`config.mk`:
```
export PLATFORM = sky130hd
export DESIGN_NAME = brg_rf_read_sequencer_flat
export DESIGN_NICKNAME = d
export VERILOG_FILES = /design/src/rtl/brg_rf_read_sequencer_if.sv /design/src/rtl/brg_rf_read_sequencer.sv /design/src/flat_wrapper.sv
export SDC_FILE = /design/constraint.sdc
export NUM_CORES = 1
export LEC_CHECK = 0
export ABC_CLOCK_PERIOD_IN_PS = 4300
export CAP_MARGIN = 20
export CORE_MARGIN = 5
export CORE_UTILIZATION = 30
export DETAILED_ROUTE_END_ITERATION = 6
export HOLD_SLACK_MARGIN = 0.08
export PLACE_DENSITY = 0.65
export SLEW_MARGIN = 25
export SYNTH_ARGS = -nofsm -noshare
export SYNTH_HDL_FRONTEND = slang
export SYNTH_SLANG_ARGS = --single-unit
```
`constraint.sdc`:
```
create_clock -name clk_i -period 4.3 [get_ports clk_i]
set_clock_uncertainty 0.1 [all_clocks]
set_input_delay 0.645 -clock clk_i [delete_from_list [all_inputs] [get_ports clk_i]]
set_output_delay 0.645 -clock clk_i [all_outputs]
set_load 0.02 [all_outputs]
```
`src/rtl/brg_rf_read_sequencer_if.sv`:
```
// Operand-request, write and RF-macro port bundle for brg_rf_read_sequencer.
// Signal suffixes are from the sequencer's point of view (slave modport).
interface brg_rf_read_sequencer_if #(
  parameter int unsigned width_p      = 32,
  parameter int unsigned addr_width_p = 5
);
  logic                    r_v_i;
  logic                    r_ready_o;
  logic [addr_width_p-1:0] rs1_addr_i;
  logic [addr_width_p-1:0] rs2_addr_i;
  logic                    r_v_o;
  logic [width_p-1:0]      rs1_data_o;
  logic [width_p-1:0]      rs2_data_o;
  logic                    r_yumi_i;
  logic                    w_v_i;
  logic [addr_width_p-1:0] w_addr_i;
  logic [width_p-1:0]      w_data_i;
  logic                    mem_w_v_o;
  logic [addr_width_p-1:0] mem_w_addr_o;
  logic [width_p-1:0]      mem_w_data_o;
  logic                    mem_r_v_o;
  logic [addr_width_p-1:0] mem_r_addr_o;
  logic [width_p-1:0]      mem_r_data_i;

  modport slave (
    input  r_v_i, rs1_addr_i, rs2_addr_i, r_yumi_i, w_v_i, w_addr_i, w_data_i, mem_r_data_i,
    output r_ready_o, r_v_o, rs1_data_o, rs2_data_o,
           mem_w_v_o, mem_w_addr_o, mem_w_data_o, mem_r_v_o, mem_r_addr_o
  );

  modport master (
    output r_v_i, rs1_addr_i, rs2_addr_i, r_yumi_i, w_v_i, w_addr_i, w_data_i, mem_r_data_i,
    input  r_ready_o, r_v_o, rs1_data_o, rs2_data_o,
           mem_w_v_o, mem_w_addr_o, mem_w_data_o, mem_r_v_o, mem_r_addr_o
  );
endinterface

```
`src/rtl/brg_rf_read_sequencer.sv`:
```
// Two-operand RF read sequencer over a 1R1W macro, with write forwarding into in-flight operands.
// Optional: BRG_RF_SEQ_SAME_ADDR_SKIP_EN skips the second macro read when rs1==rs2.
module brg_rf_read_sequencer #(
  parameter  int unsigned width_p       = 32,
  parameter  int unsigned els_p         = 32,
  localparam int unsigned addr_width_lp = $clog2(els_p)
) (
  input logic clk_i,
  input logic reset_i,
  brg_rf_read_sequencer_if.slave rf
);

  typedef enum logic [1:0] {IDLE, RD2, CAP, RESP} state_e;

  state_e                   state_q;
  logic [addr_width_lp-1:0] rs1_addr_q, rs2_addr_q;
  logic [width_p-1:0]       rs1_data_q, rs2_data_q;
  logic                     rs1_fwd_q, rs2_fwd_q;
  logic                     r_v_q;
`ifdef BRG_RF_SEQ_SAME_ADDR_SKIP_EN
  logic                     same_q;
`endif

  logic [addr_width_lp-1:0] op1_addr_c, op2_addr_c;
  logic                     w_ok_c, hit1_c, hit2_c, skip_rd2_c;

  // In the accept cycle the operand addresses come straight from the request.
  assign op1_addr_c = (state_q == IDLE) ? rf.rs1_addr_i : rs1_addr_q;
  assign op2_addr_c = (state_q == IDLE) ? rf.rs2_addr_i : rs2_addr_q;
  assign w_ok_c     = rf.w_v_i && !reset_i && (rf.w_addr_i != '0);
  assign hit1_c     = w_ok_c && (rf.w_addr_i == op1_addr_c);
  assign hit2_c     = w_ok_c && (rf.w_addr_i == op2_addr_c);

`ifdef BRG_RF_SEQ_SAME_ADDR_SKIP_EN
  assign skip_rd2_c = same_q;
`else
  assign skip_rd2_c = 1'b0;
`endif

  assign rf.mem_w_v_o    = w_ok_c;
  assign rf.mem_w_addr_o = rf.w_addr_i;
  assign rf.mem_w_data_o = rf.w_data_i;

  // Macro read port: rs1 in the accept cycle, rs2 in RD2; address 0 never touches the macro.
  always_comb begin
    rf.mem_r_v_o    = 1'b0;
    rf.mem_r_addr_o = rf.rs1_addr_i;
    if (!reset_i) begin
      case (state_q)
        IDLE: begin
          rf.mem_r_v_o    = rf.r_v_i && (rf.rs1_addr_i != '0);
          rf.mem_r_addr_o = rf.rs1_addr_i;
        end
        RD2: begin
          rf.mem_r_v_o    = (rs2_addr_q != '0) && !skip_rd2_c;
          rf.mem_r_addr_o = rs2_addr_q;
        end
        default: ;
      endcase
    end
  end

  assign rf.r_ready_o  = (state_q == IDLE);
  assign rf.r_v_o      = r_v_q;
  assign rf.rs1_data_o = rs1_data_q;
  assign rf.rs2_data_o = rs2_data_q;

  always_ff @(posedge clk_i) begin
    if (reset_i) begin
      state_q    <= IDLE;
      rs1_addr_q <= '0;
      rs2_addr_q <= '0;
      rs1_data_q <= '0;
      rs2_data_q <= '0;
      rs1_fwd_q  <= 1'b0;
      rs2_fwd_q  <= 1'b0;
      r_v_q      <= 1'b0;
`ifdef BRG_RF_SEQ_SAME_ADDR_SKIP_EN
      same_q     <= 1'b0;
`endif
    end else begin
      case (state_q)
        IDLE: begin
          if (rf.r_v_i) begin
            rs1_addr_q <= rf.rs1_addr_i;
            rs2_addr_q <= rf.rs2_addr_i;
            rs1_fwd_q  <= hit1_c;
            rs2_fwd_q  <= hit2_c;
            rs1_data_q <= hit1_c ? rf.w_data_i : '0;
            rs2_data_q <= hit2_c ? rf.w_data_i : '0;
`ifdef BRG_RF_SEQ_SAME_ADDR_SKIP_EN
            same_q     <= (rf.rs1_addr_i == rf.rs2_addr_i);
`endif
            state_q    <= RD2;
          end
        end
        RD2: begin
          if (hit1_c) begin
            rs1_data_q <= rf.w_data_i;
            rs1_fwd_q  <= 1'b1;
          end else if (!rs1_fwd_q) begin
            rs1_data_q <= (rs1_addr_q == '0) ? '0 : rf.mem_r_data_i;
          end
          if (hit2_c) begin
            rs2_data_q <= rf.w_data_i;
            rs2_fwd_q  <= 1'b1;
          end
          state_q <= CAP;
        end
        CAP: begin
          if (hit1_c) begin
            rs1_data_q <= rf.w_data_i;
            rs1_fwd_q  <= 1'b1;
          end
`ifdef BRG_RF_SEQ_SAME_ADDR_SKIP_EN
          // No rs2 read was issued; mirror the final rs1 value instead.
          if (same_q) begin
            rs2_data_q <= hit1_c ? rf.w_data_i : rs1_data_q;
            rs2_fwd_q  <= hit1_c | rs1_fwd_q;
          end else
`endif
          if (hit2_c) begin
            rs2_data_q <= rf.w_data_i;
            rs2_fwd_q  <= 1'b1;
          end else if (!rs2_fwd_q) begin
            rs2_data_q <= (rs2_addr_q == '0) ? '0 : rf.mem_r_data_i;
          end
          r_v_q   <= 1'b1;
          state_q <= RESP;
        end
        RESP: begin
          if (rf.r_yumi_i) begin
            r_v_q   <= 1'b0;
            state_q <= IDLE;
          end
        end
        default: state_q <= IDLE;
      endcase
    end
  end

endmodule

```
`src/flat_wrapper.sv`:
```
// flat-port wrapper written by rule: the top's interface ports become plain ports
module brg_rf_read_sequencer_flat 
#(
  parameter  int unsigned width_p       = 32,
  parameter  int unsigned els_p         = 32,
  localparam int unsigned addr_width_lp = $clog2(els_p)
)
  (clk_i, reset_i, rf_r_v_i, rf_rs1_addr_i, rf_rs2_addr_i, rf_r_yumi_i, rf_w_v_i, rf_w_addr_i, rf_w_data_i, rf_mem_r_data_i, rf_r_ready_o, rf_r_v_o, rf_rs1_data_o, rf_rs2_data_o, rf_mem_w_v_o, rf_mem_w_addr_o, rf_mem_w_data_o, rf_mem_r_v_o, rf_mem_r_addr_o);
  brg_rf_read_sequencer_if #(.width_p(width_p), .addr_width_p(5)) rf_i ();
  input logic clk_i;
  input logic reset_i;
  input wire logic [$bits(rf_i.r_v_i)-1:0] rf_r_v_i;
  input wire logic [$bits(rf_i.rs1_addr_i)-1:0] rf_rs1_addr_i;
  input wire logic [$bits(rf_i.rs2_addr_i)-1:0] rf_rs2_addr_i;
  input wire logic [$bits(rf_i.r_yumi_i)-1:0] rf_r_yumi_i;
  input wire logic [$bits(rf_i.w_v_i)-1:0] rf_w_v_i;
  input wire logic [$bits(rf_i.w_addr_i)-1:0] rf_w_addr_i;
  input wire logic [$bits(rf_i.w_data_i)-1:0] rf_w_data_i;
  input wire logic [$bits(rf_i.mem_r_data_i)-1:0] rf_mem_r_data_i;
  output wire logic [$bits(rf_i.r_ready_o)-1:0] rf_r_ready_o;
  output wire logic [$bits(rf_i.r_v_o)-1:0] rf_r_v_o;
  output wire logic [$bits(rf_i.rs1_data_o)-1:0] rf_rs1_data_o;
  output wire logic [$bits(rf_i.rs2_data_o)-1:0] rf_rs2_data_o;
  output wire logic [$bits(rf_i.mem_w_v_o)-1:0] rf_mem_w_v_o;
  output wire logic [$bits(rf_i.mem_w_addr_o)-1:0] rf_mem_w_addr_o;
  output wire logic [$bits(rf_i.mem_w_data_o)-1:0] rf_mem_w_data_o;
  output wire logic [$bits(rf_i.mem_r_v_o)-1:0] rf_mem_r_v_o;
  output wire logic [$bits(rf_i.mem_r_addr_o)-1:0] rf_mem_r_addr_o;
  assign rf_i.r_v_i = rf_r_v_i;
  assign rf_i.rs1_addr_i = rf_rs1_addr_i;
  assign rf_i.rs2_addr_i = rf_rs2_addr_i;
  assign rf_i.r_yumi_i = rf_r_yumi_i;
  assign rf_i.w_v_i = rf_w_v_i;
  assign rf_i.w_addr_i = rf_w_addr_i;
  assign rf_i.w_data_i = rf_w_data_i;
  assign rf_i.mem_r_data_i = rf_mem_r_data_i;
  assign rf_r_ready_o = rf_i.r_ready_o;
  assign rf_r_v_o = rf_i.r_v_o;
  assign rf_rs1_data_o = rf_i.rs1_data_o;
  assign rf_rs2_data_o = rf_i.rs2_data_o;
  assign rf_mem_w_v_o = rf_i.mem_w_v_o;
  assign rf_mem_w_addr_o = rf_i.mem_w_addr_o;
  assign rf_mem_w_data_o = rf_i.mem_w_data_o;
  assign rf_mem_r_v_o = rf_i.mem_r_v_o;
  assign rf_mem_r_addr_o = rf_i.mem_r_addr_o;
  brg_rf_read_sequencer #(.width_p(width_p), .els_p(els_p)) u_core (.clk_i(clk_i), .reset_i(reset_i), .rf(rf_i));
endmodule
```
# After elaboration in Yosys (flattened, before gate mapping)
# Index checks and enable logic that the tools add are counted.
[classes] add_sub_neg=0 n_mul=0 n_div=0 magnitude_cmp=0 n_eq_ne=13 shifts=0 muxes=31 bitwise_logic=0 reduce_logical=23
[op_table] operator="32-bit two-way mux" count=12
[op_table] operator="32-bit one-hot mux with 3 select lines" count=2
[op_table] operator="5-bit two-way mux" count=4
[op_table] operator="5-bit nonzero test" count=3
[op_table] operator="5-bit == test" count=2
[op_table] operator="5-bit zero test" count=2
[op_table] operator="2-bit by 1-bit inequality test with 1-bit output, second input constant" count=4
[op_table] operator="1-bit one-hot mux with 2 select lines" count=4
[op_table] operator="2-bit one-hot mux with 4 select lines" count=1
[op_table] operator="4-bit AND reduction" count=2
[op_table] operator="1-bit two-way mux" count=6
[op_table] operator="3-bit inequality test, second input constant" count=2
[op_table] operator="2-bit AND reduction" count=3
[op_table] operator="3-bit AND reduction" count=2
[op_table] operator="1-bit logical AND" count=5
[op_table] operator="2-bit == test, second input constant" count=2
[op_table] operator="2-bit two-way mux" count=2
[op_table] operator="2-bit inequality test, second input constant" count=2
[op_table] operator="2-bit nonzero test" count=2
[op_table] operator="3-bit nonzero test" count=1
[op_table] operator="2-bit by 1-bit == test with 1-bit output, second input constant" count=1
[op_table] operator="2-bit zero test" count=1
[op_table] operator="2-bit OR reduction" count=1
[op_table] operator="1-bit zero test" count=1
[totals] ff_bits=79 latchBits=0 ram_bits=0 rom_bits=0 inputBits=84 output_inout_bits=110 word_cells=75 mem_count=0

# Depth between registers and ports, before layout
# Gate-level depths: netlist of the first run.
[logic_depth] ltp_word=7 ltp_mapped=13 mapped_depth_nobuf=8

# Least setup slack after synthesis of the first run
# OpenSTA, ideal clock, no wires.
[synth_timing] path_type="reg2out" startpoint="reg u_core.state_q[1]" endpoint="out rf_mem_r_v_o" t_arrival_ns=2.034 required_ns=3.555 setup_slack_ns=1.521 path_stages_with_launch=9 n_path_buf=4 cell_sequence="dfxtp_1 > inv_1 > ha_1 > clkbuf_1 > clkbuf_1 > clkbuf_1 > clkbuf_1 > nand2_1 > a21oi_1"
[synth_via] elab_chain_cells=3 word_cells_on_any_way=4 classes_between="eq/ne: 1; mux: 2; reduce/logical: 1"
[synth_lines] item="start, declared" line="brg_rf_read_sequencer.sv:15" text="state_e state_q;"
[synth_lines] item="start signal, assigned" line="brg_rf_read_sequencer.sv:70" text="state_q <= IDLE;"
[synth_lines] item="start signal, assigned" line="brg_rf_read_sequencer.sv:94" text="state_q <= RD2;"
[synth_lines] item="start signal, assigned" line="brg_rf_read_sequencer.sv:108" text="state_q <= CAP;"
[synth_lines] item="2-bit by 1-bit == test with 1-bit output or 2-bit zero test (tied branches)" line="brg_rf_read_sequencer.sv:49" text="case (state_q)"
[synth_lines] item="1-bit one-hot mux with 2 select lines *" line="brg_rf_read_sequencer.sv:49"
[synth_lines] item="1-bit two-way mux *" line="brg_rf_read_sequencer.sv:48" text="if (!reset_i) begin"
[synth_lines] item="end, declared" line="flat_wrapper.sv:27" text="output wire logic [$bits(rf_i.mem_r_v_o)-1:0] rf_mem_r_v_o;"
# Mark *: on every way between the ends. The rest lies on a longest branch, timed or not.

# Worst setup path after layout of the first run
[layout_timing] startpoint="reg u_core.state_q[0]" endpoint="reg u_core.rs2_data_q[25] (netlist: u_core.rf.rs2_data_o[25])"
[layout_via] elab_chain_cells=7 word_cells_on_any_way=15 classes_between="eq/ne: 6; mux: 5; reduce/logical: 4"
[layout_lines] item="2-bit zero test" line="brg_rf_read_sequencer.sv:29, brg_rf_read_sequencer.sv:82"
[layout_lines] item="5-bit two-way mux" line="brg_rf_read_sequencer.sv:29" text="assign op2_addr_c = (state_q == IDLE) ? rf.rs2_addr_i : rs2_addr_q;"
[layout_lines] item="5-bit == test" line="brg_rf_read_sequencer.sv:32" text="assign hit2_c = w_ok_c && (rf.w_addr_i == op2_addr_c);"
[layout_lines] item="1-bit logical AND" line="brg_rf_read_sequencer.sv:32"
[layout_lines] item="32-bit two-way mux" line="brg_rf_read_sequencer.sv:90" text="rs2_data_q <= hit2_c ? rf.w_data_i : '0;"
[layout_lines] item="32-bit two-way mux" line="brg_rf_read_sequencer.sv:84" text="if (rf.r_v_i) begin"
[layout_lines] item="32-bit one-hot mux with 3 select lines" line="brg_rf_read_sequencer.sv:82" text="case (state_q)"
[layout_lines] item="end signal, assigned" line="brg_rf_read_sequencer.sv:90"
[layout_lines] item="end signal, assigned" line="brg_rf_read_sequencer.sv:105" text="rs2_data_q <= rf.w_data_i;"
[layout_lines] item="end signal, assigned" line="brg_rf_read_sequencer.sv:123" text="rs2_data_q <= rf.w_data_i;"
[layout_lines] item="end, declared" line="brg_rf_read_sequencer.sv:17" text="logic [width_p-1:0] rs1_data_q, rs2_data_q;"
# Parallel ways exist; a longest one is shown, timed or not. The select of a mux whose other input is x is not followed.
# A chain may end at the register's enable or synchronous reset.

==> impl_metrics.csv, run 1 <==
group,metric,value,unit
die,core,19500,sq um
die,die_h,151,um
yosys,synthSimpleGateAreaFrac,16.0,%
power_and_ir_drop,total_power,5440,uW
die,ioPinCount,194,
cts,tritoncts,"done",
yosys,synth_xor_area_share,1.47,%
place,dp.cells,1162,
worst_setup_path,crit_type,"flop to flop",
sta,min_period,3.53,ns
yosys,synth_compound_area_share,38.4,%
die,initial_core_util,30.5,%
cts,clock-sinks,79,
drt,drt_iter0_drc,639,
drt,remaining_drc_errors,0,
worst_setup_path,reg2reg_from,"u_core.state_q[0]",
drt,viasPerCell,5.78,
layout,drive_above_1_share,6.68,%
global_routing,grt_pass1_vias,6222,
die,dieWidth,151,um
sta,setup_ws,0.770,ns
min_path,hold_path_end,"u_core.rf.rs2_data_o[25]",
cts,worstSkewPairLatency,0.35,ns
sta,slew_viol_final,0,
worst_setup_path,worstPathCellList,"inv_1 -> ha_2 -> mux2i_1 -> xor2_1 -> and4_2 -> a21o_1 -> o311ai_0 -> a21oi_1",
place,detailedPlace.worstSlack,0.654,ns
run_status,outcome,"finished, final reports clean",
worst_setup_path,crit_arrival,3.70,ns
cts,postCtsSetupBuffers,0,
drt,drtPass1Iterations,6,
yosys,synth-edff-count,0,
yosys,synth_most_common_cell,"a21oi_1",
yosys,synth_flop_cell,"dfxtp_1",
yosys,syn_nets,900,
cts,clkTransAtPathRegs,0.06,ns
power_and_ir_drop,power_density,679,nW/um^2
yosys,synthCells,812,
sta,maxSlewHeadroom,37.7,%
worst_setup_path,endpoint_kind,"flop",
power_and_ir_drop,peakVddDrop,0.429,mV
worst_setup_path,slowest_stage,"a21o_1",
yosys,ys_ff_latch,79,
yosys,yosysTopAreaCellShare,26.6,%
cts,clockRootBuffer,"clkbuf_16",
cts,h-tree-depth,3,
worst_setup_path,rrSetupSlack,0.77,ns
drt,num_vias,6811,
cts,cts_buffers,9,
layout,design_area,8010,sq um
yosys,yosys.area_share.adder,0.842,%
global_routing,grt_max_degree,66,
die,die_area,22700,sq um
yosys,yosysTopAreaCell,"dfxtp_1",
yosys,synth_area_leaders,"dfxtp_1 27%, a21oi_1 9.9%, nand2_1 7.3%",
place,gp_congestion,0.868,
place,dp_hpwl,15200,um
sta,min_period_over_period,82.1,%
min_path,worstHoldStart,"u_core.rf.rs2_data_o[25]",
drt,routedWlPerCell,19.9,um
min_path,hp-class,"flop to flop",
global_routing,gr-total-overflow,0,
layout,area_growth,34.7,%
sta,hold_viol,0,
cts,cts.path.max_buffers,2,
global_routing,grt_pass1_wl,35400,um
sta,timing.fmax,0.283,GHz
worst_setup_path,worstPathMaxFanout,25,
min_path,min_delay_path_depth,2,
run,timing.max_cap.violations,0,
worst_setup_path,cp-start-kind,"flop",
yosys,yosysUniqueCellTypes,45,
power_and_ir_drop,p_leak,0.00260,uW
global_routing,grt_usage,19.5,%
worst_setup_path,cpPeakStageDelay,0.82,ns
cts,cts_resized,0,
worst_setup_path,required,4.47,ns
cts,postCtsHoldBufs,0,
yosys,avgSynthCellArea,7.32,sq um
die,num_rows,51,
yosys,yosysWarnings,0,
sta,tightestPinTransition,0.934,ns
yosys,async_reset_ff_share,0,%
layout,final_cells,1179,
sta,setup_viol,0,
yosys,synth_mux_area_share,2.63,%
yosys,syn_area,5940,sq um
worst_setup_path,reg2reg_to,"u_core.rf.rs2_data_o[25]",
drt,detail-route-antenna-nets,0,
yosys,seq_area_frac_synth,26.6,%
worst_setup_path,rr_worst_depth,8,
yosys,synth_top_family_by_area,"compound AO/OA/AOI/OAI gates",
sta,rsz0062_at_grt,"false",
global_routing,antenna_found_initial,1,
sta,tns,0,ns
layout,nets,996,
drt,routed_wl,23500,um
place,placedInstanceArea,7710,sq um
place,portBuffers,193,
yosys,synth.top_cells.by_count,"118 x a21oi_1, 115 x nand2_1, 79 x dfxtp_1",
==> cell families (layout without fill, tap and decap cells) <==
kind of cell / after synthesis / in the layout
other: 0 / 1
multiplexers: 15 / 15
flip-flops: 79 / 79
adder cells (fa/ha/maj): 4 / 4
XOR/XNOR: 10 / 10
AND/OR/NAND/NOR: 210 / 210
buffers and inverters: 171 / 272
AO/OA/AOI/OAI: 323 / 323
==> final cells by class <==
type | count | area, sq um
Antenna cell | 1 | 2.50
Clock buffer | 13 | 250
Clock inverter | 3 | 42.5
Fill cell | 1992 | 11500
Inverter | 46 | 173
Multi-Input combinational cell | 562 | 3560
Sequential cell | 79 | 1580
Tap cell | 265 | 332
Timing Repair Buffer | 210 | 2070
==> layer usage <==
metal  routed length [um]  global-route usage [%]  vias to the layer above
met5                    0                       0                        -
met4                  184                    4.49                        0
met3                 2210                    5.48                       21
met2                10800                    30.5                      370
met1                10300                    26.8                     3244
li1                     -                       -                     3176
==> power by group <==
group / internal (uW) / switching (uW) / leakage [uW]
clock network: 466 / 322 / 0.000140
logic: 1290 / 2290 / 0.00182
registers: 944 / 129 / 0.000642
total: 2700 / 2740 / 0.00260
==> how the worst max path moves through the flow <==
| stage | start | end | slack (ns) |
|---|---|---|---|
| final | u_core.state_q[0] | u_core.rf.rs2_data_o[25] | 0.77 |
| after global routing | u_core.state_q[1] | u_core.rf.rs2_data_o[31] | 0.56 |
| after CTS | u_core.state_q[0] | u_core.rf.rs2_data_o[25] | 0.82 |
| after detailed placement | rf_w_addr_i[1] | u_core.rf.rs2_data_o[25] | 0.65 |
| after global placement | rf_w_addr_i[1] | u_core.rf.rs2_data_o[22] | 0.71 |
| after floorplan | u_core.state_q[1] | rf_mem_r_v_o | 1.52 |
==> worst max-delay path: cells and delay by family, from the launching register on <==
family / cells / cell delay [ns]
muxes: 1 / 0.28
adders and majority gates: 1 / 0.44
xor gates and xnor gates: 1 / 0.20
AOI/OAI and AO/OA: 3 / 1.33
buffers and inverters: 1 / 0.10
and+or+nand+nor: 1 / 0.64
DFF: 1 / 0.35
==> per-stage QoR <==
step	util, %	hold WS [ns]
after floorplan	-	0.343
after global placement	39.6	0.343
after detailed placement	39.6	0.347
after CTS	41.1	0.357
after global routing	41.1	0.376
final	41.1	0.354
==> registers in the layout, summed over array words and instances, names as in the netlist <==
signal / count
u_core.rs1_addr_q: 5
u_core.rs2_addr_q: 5
u_core.rs1_fwd_q: 1
u_core.rf.rs2_data_o: 32
u_core.rf.rs1_data_o: 32
u_core.state_q: 2
u_core.rf.r_v_o: 1
u_core.rs2_fwd_q: 1
==> placed cells by master, fill, tap and decap left out, types with 2 or more instances in the layout <==
cell             Yosys  final
clkdlybuf4s50_1      0    192
a21oi_1            118    117
nand2_1            115    114
dfxtp_1             79     79
inv_1               45     45
a311oi_1            32     32
o32ai_1             31     31
o21ai_0             27     27
and2_1              28     26
nor2_1              26     26
a32o_1              24     23
o211ai_1            21     21
nand3_1             22     21
buf_4               43     16
o31ai_1             12     12
o311ai_0            11     11
a31o_2              11     11
o41ai_1             11     11
mux2i_1             10     10
a41oi_1              9      9
clkbuf_16            0      9
a311o_1              8      8
xor2_1               6      6
mux2_2               5      5
nor2b_1              4      4
nand4_1              4      4
xnor2_1              4      4
nor3_1               3      3
ha_2                 0      3
clkbuf_1            56      3
or4_1                2      2
and2_2               0      2
a211oi_1             2      2
Note: power is estimated with default switching activity, not from simulation.
==> run 2: changes to the inputs <==
--- a/config.mk
+++ b/config.mk
@@ -5,13 +5,13 @@
 export SDC_FILE = /design/constraint.sdc
 export NUM_CORES = 1
 export LEC_CHECK = 0
-export ABC_CLOCK_PERIOD_IN_PS = 4300
+export ABC_CLOCK_PERIOD_IN_PS = 2800
 export CAP_MARGIN = 20
 export CORE_MARGIN = 5
 export CORE_UTILIZATION = 30
 export DETAILED_ROUTE_END_ITERATION = 6
 export HOLD_SLACK_MARGIN = 0.08
-export PLACE_DENSITY = 0.65
+export PLACE_DENSITY = 0.67
 export SLEW_MARGIN = 25
 export SYNTH_ARGS = -nofsm -noshare
 export SYNTH_HDL_FRONTEND = slang
==> constraint.sdc (replaced) <==
create_clock -name clk_i -period 2.8 [get_ports clk_i]
set_clock_uncertainty 0.1 [all_clocks]
set_input_delay 0.42 -clock clk_i [delete_from_list [all_inputs] [get_ports clk_i]]
set_output_delay 0.42 -clock clk_i [all_outputs]
set_load 0.02 [all_outputs]
==> impl_metrics.csv, run 2 (synthesis gave the netlist of run 1 again) <==
group,metric,value,unit
run_status,outcome,"finished, final reports clean",
worst_setup_path,cp-start-kind,"flop",
layout,final_cell_mix,"186 x clkdlybuf4s50_1, 117 x a21oi_1, 114 x nand2_1",
drt,routedWlPerCell,19.3,um
die,dieWidth,151,um
die,num_rows,51,
drt,drt_iter0_drc,558,
global_routing,grt_pass1_wl,36300,um
global_routing,antenna_found_initial,2,
layout,design_area,8750,sq um
sta,tns,0,ns
drt,num_vias,6968,
drt,detail-route-antenna-nets,0,
worst_setup_path,rr_worst_depth,11,
worst_setup_path,crit_type,"flop to flop",
drt,drtPass1Iterations,7,
cts,clock-sinks,79,
place,gp_congestion,0.871,
worst_setup_path,crit_arrival,2.81,ns
power_and_ir_drop,power_density,1050,nW/um^2
sta,min_period_over_period,96.8,%
cts,clockRootBuffer,"clkbuf_16",
drt,remaining_drc_errors,0,
power_and_ir_drop,swShare,48.0,%
global_routing,grt_max_degree,62,
min_path,hp-class,"flop to flop",
worst_setup_path,crit_path_end,"u_core.rf.rs2_data_o[8]",
worst_setup_path,rrSetupSlack,0.09,ns
global_routing,grt_usage,20.2,%
cts,worstSkewPairLatency,0.35,ns
place,detailedPlace.worstSlack,-0.202,ns
die,initial_core_util,30.5,%
die,die_h,151,um
layout,final_common_cell,"clkdlybuf4s50_1",
cts,tritoncts,"done",
worst_setup_path,endpoint_kind,"flop",
sta,min_period,2.71,ns
cts,h-tree-depth,3,
layout,nets,1061,
worst_setup_path,required,2.90,ns
layout,antenna_cells,0,
place,portBuffers,193,
die,core,19500,sq um
sta,slew_viol_final,0,
place,placedInstanceArea,8240,sq um
sta,timing.fmax,0.369,GHz
sta,hold_viol,0,
layout,area_growth,47.2,%
layout,final_util,45.0,%
layout,drive_above_1_share,14.3,%
power_and_ir_drop,p_comb_share,69.1,%
global_routing,grt_pass1_vias,6650,
power_and_ir_drop,p_leak,0.00307,uW
power_and_ir_drop,total_power,9210,uW
drt,viasPerCell,5.61,
place,dp_hpwl,16500,um
power_and_ir_drop,p_sw,4420,uW
worst_setup_path,startpoint,"u_core.state_q[1]",
run,timing.max_cap.violations,0,
global_routing,gr-total-overflow,0,
power_and_ir_drop,seqPwrFrac,17.7,%
power_and_ir_drop,peakVddDrop,0.628,mV
cts,cts_buffers,9,
worst_setup_path,reg2reg_to,"u_core.rf.rs2_data_o[8]",
drt,routed_wl,23900,um
sta,maxSlewHeadroom,50.4,%
power_and_ir_drop,clkPwrFrac,13.2,%
cts,clkTransAtPathRegs,0.06,ns
worst_setup_path,reg2reg_from,"u_core.state_q[1]",
die,ioPinCount,194,
sta,setup_ws,0.0891,ns
cts,cts.path.max_buffers,2,
die,die_area,22700,sq um
worst_setup_path,worstPathMaxFanout,20,
power_and_ir_drop,internal-power,4790,uW
sta,setup_viol,0,
sta,tightestPinTransition,0.744,ns
[run 2: cell types whose count changed in the layout (fill, tap and decap cells not counted), sizes merged]
| cell | before | now |
|---|---|---|
| clkbuf | 13 | 12 |
| clkinvlp | 1 | 2 |
| clkinv | 2 | 3 |
| buf | 18 | 81 |
| clkdlybuf4s50 | 192 | 186 |
| diode | 1 | 0 |
| inv | 45 | 46 |
| dlymetal6s2s | 0 | 6 |
[run 2: repair_timing]
item	CTS	global route
pin swaps	0	2
setup buffers	0	12
hold buffers	0	0
resized for setup	3	22
cloned	0	1
setup endpoints to repair	51	63
[run 2: per-layer routing]
layer	vias up	share of wire, %	global-route usage [%]
li1	3316	-	-
met1	3281	43	26.4
met2	331	46	32.2
met3	36	9.4	6.44
met4	4	1.7	5.53
met5	-	0.11	0
[run 2: how the worst min path moves through the flow]
stage | cells past startpoint | slack [ns] | to | start
after floorplan | 2 | 0.34 | u_core.rs1_addr_q[3] | u_core.rs1_addr_q[3]
final | 2 | 0.35 | u_core.rf.rs2_data_o[31] | u_core.rf.rs2_data_o[31]
after global placement | 2 | 0.34 | u_core.rf.rs2_data_o[3] | u_core.rf.rs2_data_o[3]
after global routing | 2 | 0.38 | u_core.rf.rs2_data_o[10] | u_core.rf.rs2_data_o[10]
after CTS | 2 | 0.35 | u_core.rf.rs2_data_o[31] | u_core.rf.rs2_data_o[31]
after detailed placement | 2 | 0.35 | u_core.rf.rs2_data_o[31] | u_core.rf.rs2_data_o[31]
[run 2: power groups by stage]
stage               combinational (uW)  clock, uW  sequential (uW)
finish                            6360       1220             1630
global route                      6870       1300             1670
CTS                               6050       1240             1630
detailed placement                5990          0             1650
global placement                  5910          0             1650
floorplan                         3330          0             1970
[run 2: area by class of cell]
type	instances	area [sq um]
repair buffers	275	2730
inverters	46	173
multi-input cells	562	3630
clock buffers	10	239
clock inverters	6	60.1
flip-flops and latches	79	1580
well taps	265	332
fillers	1922	10700
[run 2: through the flow]
step                cells  hold WS (ns)
global placement     1214         0.342
global route         1243         0.380
CTS                  1230         0.353
floorplan             812         0.343
detailed placement   1214         0.345
finish               1243         0.350
[run 2: worst max-delay path: stages (launching register included)]
cell and delay [ns]:
dfxtp_2 0.34, inv_1 0.11, ha_4 0.18, buf_4 0.13, mux2i_1 0.25, xor2_1 0.21, and4_2 0.36, buf_12 0.19
a21oi_1 0.08, o311ai_1 0.39, buf_4 0.17, a21oi_1 0.05
